$ cat config.mk
export PLATFORM = sky130hd
export DESIGN_NAME = mux_16
export DESIGN_NICKNAME = d
export VERILOG_FILES = /design/src/rtl/mux16_pkg.sv /design/src/rtl/mux2.sv /design/src/rtl/mux_16.sv
export SDC_FILE = /design/constraint.sdc
export NUM_CORES = 1
export LEC_CHECK = 0
export BUFFER_PORTS_ARGS = -buffer_cell sky130_fd_sc_hd__buf_2
export CAP_MARGIN = 10
export CORE_MARGIN = 2
export CORE_UTILIZATION = 34
export CTS_CLUSTER_DIAMETER = 30
export DETAILED_ROUTE_END_ITERATION = 10
export PLACE_DENSITY = 0.84
export SLEW_MARGIN = 10
export SYNTH_ARGS = -nofsm -noshare
export SYNTH_HDL_FRONTEND = slang
export SYNTH_SLANG_ARGS = --single-unit
$ cat constraint.sdc
create_clock -name clk -period 1 [get_ports clk]
set_input_delay 0.1 -clock clk [delete_from_list [all_inputs] [get_ports clk]]
set_output_delay 0.1 -clock clk [all_outputs]
set_load 0.02 [all_outputs]
$ cat src/rtl/mux16_pkg.sv
// Shared word type, width and reset constant for the 16-bit word selector.
package mux16_pkg;
   localparam int WIDTH = 16;
   typedef logic [WIDTH-1:0] word_t;
   localparam word_t WORD_RST = 16'h0000;
endpackage

$ cat src/rtl/mux2.sv
// One-bit 2:1 multiplexer built only from NAND gates: out = sel ? b : a.
module mux2 (
   input  logic a,
   input  logic b,
   input  logic sel,
   output logic out
);
   wire sel_n;
   wire pick_a_n;
   wire pick_b_n;
   wire out_w;

   nand g_inv   (sel_n,    sel,      sel);
   nand g_a     (pick_a_n, a,        sel_n);
   nand g_b     (pick_b_n, b,        sel);
   nand g_out   (out_w,    pick_a_n, pick_b_n);

   assign out = out_w;
endmodule

$ cat src/rtl/mux_16.sv
// 16-bit word selector: NAND-level combinational output plus a one-cycle registered copy.
// Optional registered even parity of the registered word when MUX16_PARITY_EN is defined.
module mux_16
   import mux16_pkg::*;
(
   input  logic             clk,
   input  logic             rst_n,
   input  logic [WIDTH-1:0] a,
   input  logic [WIDTH-1:0] b,
   input  logic             sel,
   output logic [WIDTH-1:0] out,
   output logic [WIDTH-1:0] out_q,
   output logic             out_par
);
   wire [WIDTH-1:0] mux_w;
   word_t           word_d;
   word_t           word_q;

   genvar gi;
   generate
      for (gi = 0; gi < WIDTH; gi++) begin : g_bit
         mux2 u_mux2 (
            .a   (a[gi]),
            .b   (b[gi]),
            .sel (sel),
            .out (mux_w[gi])
         );
      end
   endgenerate

   assign out = mux_w;

   always_comb begin
      word_d = mux_w;
   end

   always_ff @(posedge clk) begin
      if (!rst_n) begin
         word_q <= WORD_RST;
      end else begin
         word_q <= word_d;
      end
   end

   assign out_q = word_q;

`ifdef MUX16_PARITY_EN
   // Parity is taken from the incoming word so it lines up with word_q.
   logic par_d;
   logic par_q;

   always_comb begin
      par_d = ^mux_w;
   end

   always_ff @(posedge clk) begin
      if (!rst_n) begin
         par_q <= 1'b0;
      end else begin
         par_q <= par_d;
      end
   end

   assign out_par = par_q;
`else
   assign out_par = 1'b0;
`endif
endmodule

**After elaboration in Yosys (flattened, before gate mapping)**

Index checks and enable logic that the tools add are counted.

- $add $sub $neg: 0
- $mul: 0
- Divide/modulo/power cells: 0
- $lt $le $gt $ge: 0
- Equal/unequal tests: 0
- Shifts and indexed selects: 0
- Muxes and demuxes: 0
- Bitwise gates (word level): 97
- Reduce and logical (&&, ||, !) cells: 0

Operators by type and width:

| kind | count |
|---|---|
| $not A1 Y1 | 49 |
| $and A1 B1 Y1 | 48 |

- Flip-flop bits (word level): 16
- Bits in latches: 0
- Memory bits (writable): 0
- Bits in read-only memories: 0
- Input port bits: 35
- Output and inout bits: 33
- Logic and storage cells: 98
- Memories kept: 0

**Depth between registers and ports, before layout**

- Word-level depth: 5
- Gate-level depth with buffers: 4

**Modules after synthesis**

From an unflattened synthesis, not the netlist that was laid out.

- Cells, all modules: 51
- Area, all modules: 698.2 sq um

By module, submodules not included:

| module | instances | cells an instance | area each (sq um) | seq. area each (sq um) |
|---|---|---|---|---|
| mux_16 | 1 | 35 | 457.9 | 320.3 |
| mux2 | 16 | 1 | 15.0 | 0.0 |

**Worst setup path before layout**

No wires, ideal clock.

- Path kind: input to register
- Start point: in sel
- End point: reg word_q[2], in the netlist out_q[2]
- Setup time: 0.113 ns
- Data arrival time: 0.794 ns
- Data required time: 0.887 ns
- Slack: 0.094 ns
- Stages on the path: 4
- Buffers on the path: 2
- Cell sequence: buf_6 buf_12 mux2_4 and2_4

- Word-level cells in the longest chain between the ends: 5
- Elaborated cells on any way between the ends: 7
- Classes of those cells: 7 x bitwise

RTL lines:

| item | RTL line | source |
|---|---|---|
| start, declared | mux_16.sv:10 | `input logic sel,` |
| $not A1 Y1 | mux2.sv:13 | `nand g_inv (sel_n, sel, sel);` |
| $and A1 B1 Y1 | mux2.sv:14 | `nand g_a (pick_a_n, a, sel_n);` |
| $not A1 Y1 | mux2.sv:14 |  |
| $and A1 B1 Y1 * | mux2.sv:16 | `nand g_out (out_w, pick_a_n, pick_b_n);` |
| $not A1 Y1 * | mux2.sv:16 |  |
| named net g_bit[2].u_mux2.out | mux2.sv:6 | `output logic out` |
| end signal, assigned | mux_16.sv:41 | `word_q <= word_d;` |
| end, declared | mux_16.sv:17 | `word_t word_q;` |

The timed path passes the listed nets; every way through them passes the cells marked *.
A chain may end at the register's enable or synchronous reset.

**Final worst setup path**

- Start point: in sel
- End point: out out[5]

- Word-level cells in the longest chain between the ends: 5
- Elaborated cells on any way between the ends: 7
- Classes of those cells: 7 x bitwise

RTL lines:

| item | RTL line | source |
|---|---|---|
| $not A1 Y1 | mux2.sv:13 |  |
| $and A1 B1 Y1 | mux2.sv:14 |  |
| $not A1 Y1 | mux2.sv:14 |  |
| $and A1 B1 Y1 * | mux2.sv:16 |  |
| $not A1 Y1 * | mux2.sv:16 |  |
| end, declared | mux_16.sv:11 | `output logic [WIDTH-1:0] out,` |

Every way passes the cells marked *; elsewhere a longest branch is shown, timed or not.

==> results.toml <==
[clock_network]
cts_tree = "built"
holdBufCountCts = 0
cts_root_buffer = "clkbuf_4"
clock_sinks = 16
cts-buffers-inserted = 3
clockBufferDepth = 2
cts_setup_buffers = 0
h-tree-depth = 1
clk_pin_slew_ns = 0.09

[logic_synthesis]
yosysTopAreaCell = "dfxtp_1"
synth_top_area_share_pct = 39.57
synth-seq-cells = 16
synthesis.area_sq_um = 809.5
syn_avg_cell_area_sq_um = 11.73
syn_nets = 104
syn_inst = 69
yosys_warnings = 0
synthTopCellsByArea = "dfxtp_1, mux2_4, buf_4"
ys_seq_area_share_pct = 39.57
synth_cell_type_count = 10

[status]
status = "complete, no violations"

[setup_path]
path_delay_family = "buffers and inverters"
crit_buf_inv = 3
arrival_ns = 0.86
cp_cell_sequence = "buf_4 -> clkbuf_16 -> mux2_4 -> buf_2"
end_kind = "primary output"
worstSetupPathType = "primary input to primary output"
cp_max_fo = 8
critical_path_required_ns = 0.90
critPathMaxStageDelay_ns = 0.30
critical_path_depth = 4
cp_slowest_cell = "mux2_4"
start_kind = "primary input"

[place]
place_ws_ns = 0.005227
port_buffers = 66
hpwlAfterDp_microns = 1410
placed_cells = 144
globalplace.congestion = 0.6062
placed_area_sq_um = 1032

[finish]
final_util_pct = 48.46
seqCellArea_sq_um = 320.3
multi_input_area_sq_um = 326.6
fillers = 223
antenna_cells = 0
final_cells = 148
final_nets = 157
drive_above_1_share_pct = 74.17
fin_area_sq_um = 1082
largest_reg_flops = 16
flow.area_growth_from_synthesis_pct = 33.69

[global_routing]
antenna_found_initial = 0
grt_usage_pct = 12.22
grt_pass1_wl_microns = 2408
grt_pass1_vias = 561
grt_max_degree = 17
grt-ovfl-total = 0

[timing]
rsz0062_at_grt = "no"
setup_viol = 0
hold_ws_ns = 0.1581
period_minus_slack_ns = 0.9600
fmax_mhz = 1042
final.setup.tns_ns = 0
finalCritPeriodShare_pct = 96.00
hold_viol_final = 0
slew_viol_final = 0
setup_slack_ns = 0.04000

[detailed_routing]
drtAntennaViolNets = 0
wl_microns = 1740
vias = 626
firstDrtPassIters = 2
wire_per_inst_microns = 11.76
first_iter_violations = 1
drc_errors = 0
vias_per_cell = 4.230

[hold_path]
holdPathStages = 3
min_path_type = "primary input to flip-flop"

[power_and_ir_drop]
combPwrFrac_pct = 30.3
switchingPower_mw = 0.4236
intPower_mw = 1.032
clock_power_share_pct = 22.5
switching_share_pct = 29.10
power_mw = 1.456
power_density_nw_per_um2 = 1345
leakagePower_nw = 0.5980
p_seq_share_pct = 47.3
ir_worst_vdd_mv = 0.7036

[job]
drv_cap = 0

[die]
rows = 17
dieArea_sq_um = 2787
start_util_pct = 36.25
die_w_microns = 52.80
io_pins = 68
dieHeight_microns = 52.80
coreArea_sq_um = 2233
==> cell usage after synthesis <==
master,number
buf_4,17
dfxtp_1,16
and2_1,14
mux2_4,10
mux2_2,6
and2_4,2
buf_12,1
buf_6,1
clkbuf_1,1
conb_1,1
==> final timing paths <==
kind | start | to | slack, ns
worst max-delay path | sel | out[5] | 0.04
worst min-delay path | a[12] | out_q[12] | 0.16
==> metal layers <==
metal  up-vias  track usage [%]  wire, microns
met5         -                0              0
met4         0            6.410             19
met3         2            2.571             84
met2        21            24.58           1068
met1       297            11.03            567
li1        306                -              -
==> cell families (layout without fill, tap and decap cells) <==
family,count (synthesis),after routing,share of synthesized area [%]
DFF,16,16,39.57
muxes,16,16,26.89
and+or+nand+nor,16,16,12.98
buffers and inverters,20,71,20.09
other,1,1,0.4632
==> area by class of cell <==
class | count | area share, %
clock buffers | 3 | 2.081
multi-input cells | 33 | 30.17
flip-flops and latches | 16 | 29.60
well taps | 28 | 3.237
repair buffers | 68 | 34.91
==> cell usage in the layout (no fill, tap or decap), drive strengths merged <==
cell type | netlist | routed
clkbuf | 1 | 4
and2 | 16 | 16
conb | 1 | 1
buf | 19 | 67
dfxtp | 16 | 16
mux2 | 16 | 16
==> power groups by stage <==
stage          combinational, mW  sequential (mW)  clock [mW]
3_5_place_dp               0.433            0.704           0
4_1_cts                    0.434            0.689       0.335
3_3_place_gp               0.424            0.702           0
5_1_grt                    0.471            0.692       0.359
2_1_floorplan              0.284            0.761           0
6_report                   0.440            0.688       0.327
==> repair_timing <==
| item | CTS | global route |
|---|---|---|
| setup endpoints to repair | 0 | 3 |
| gates resized for setup | 0 | 1 |
| hold endpoints to repair | 0 | 0 |
(Power assumes the default switching activity.)
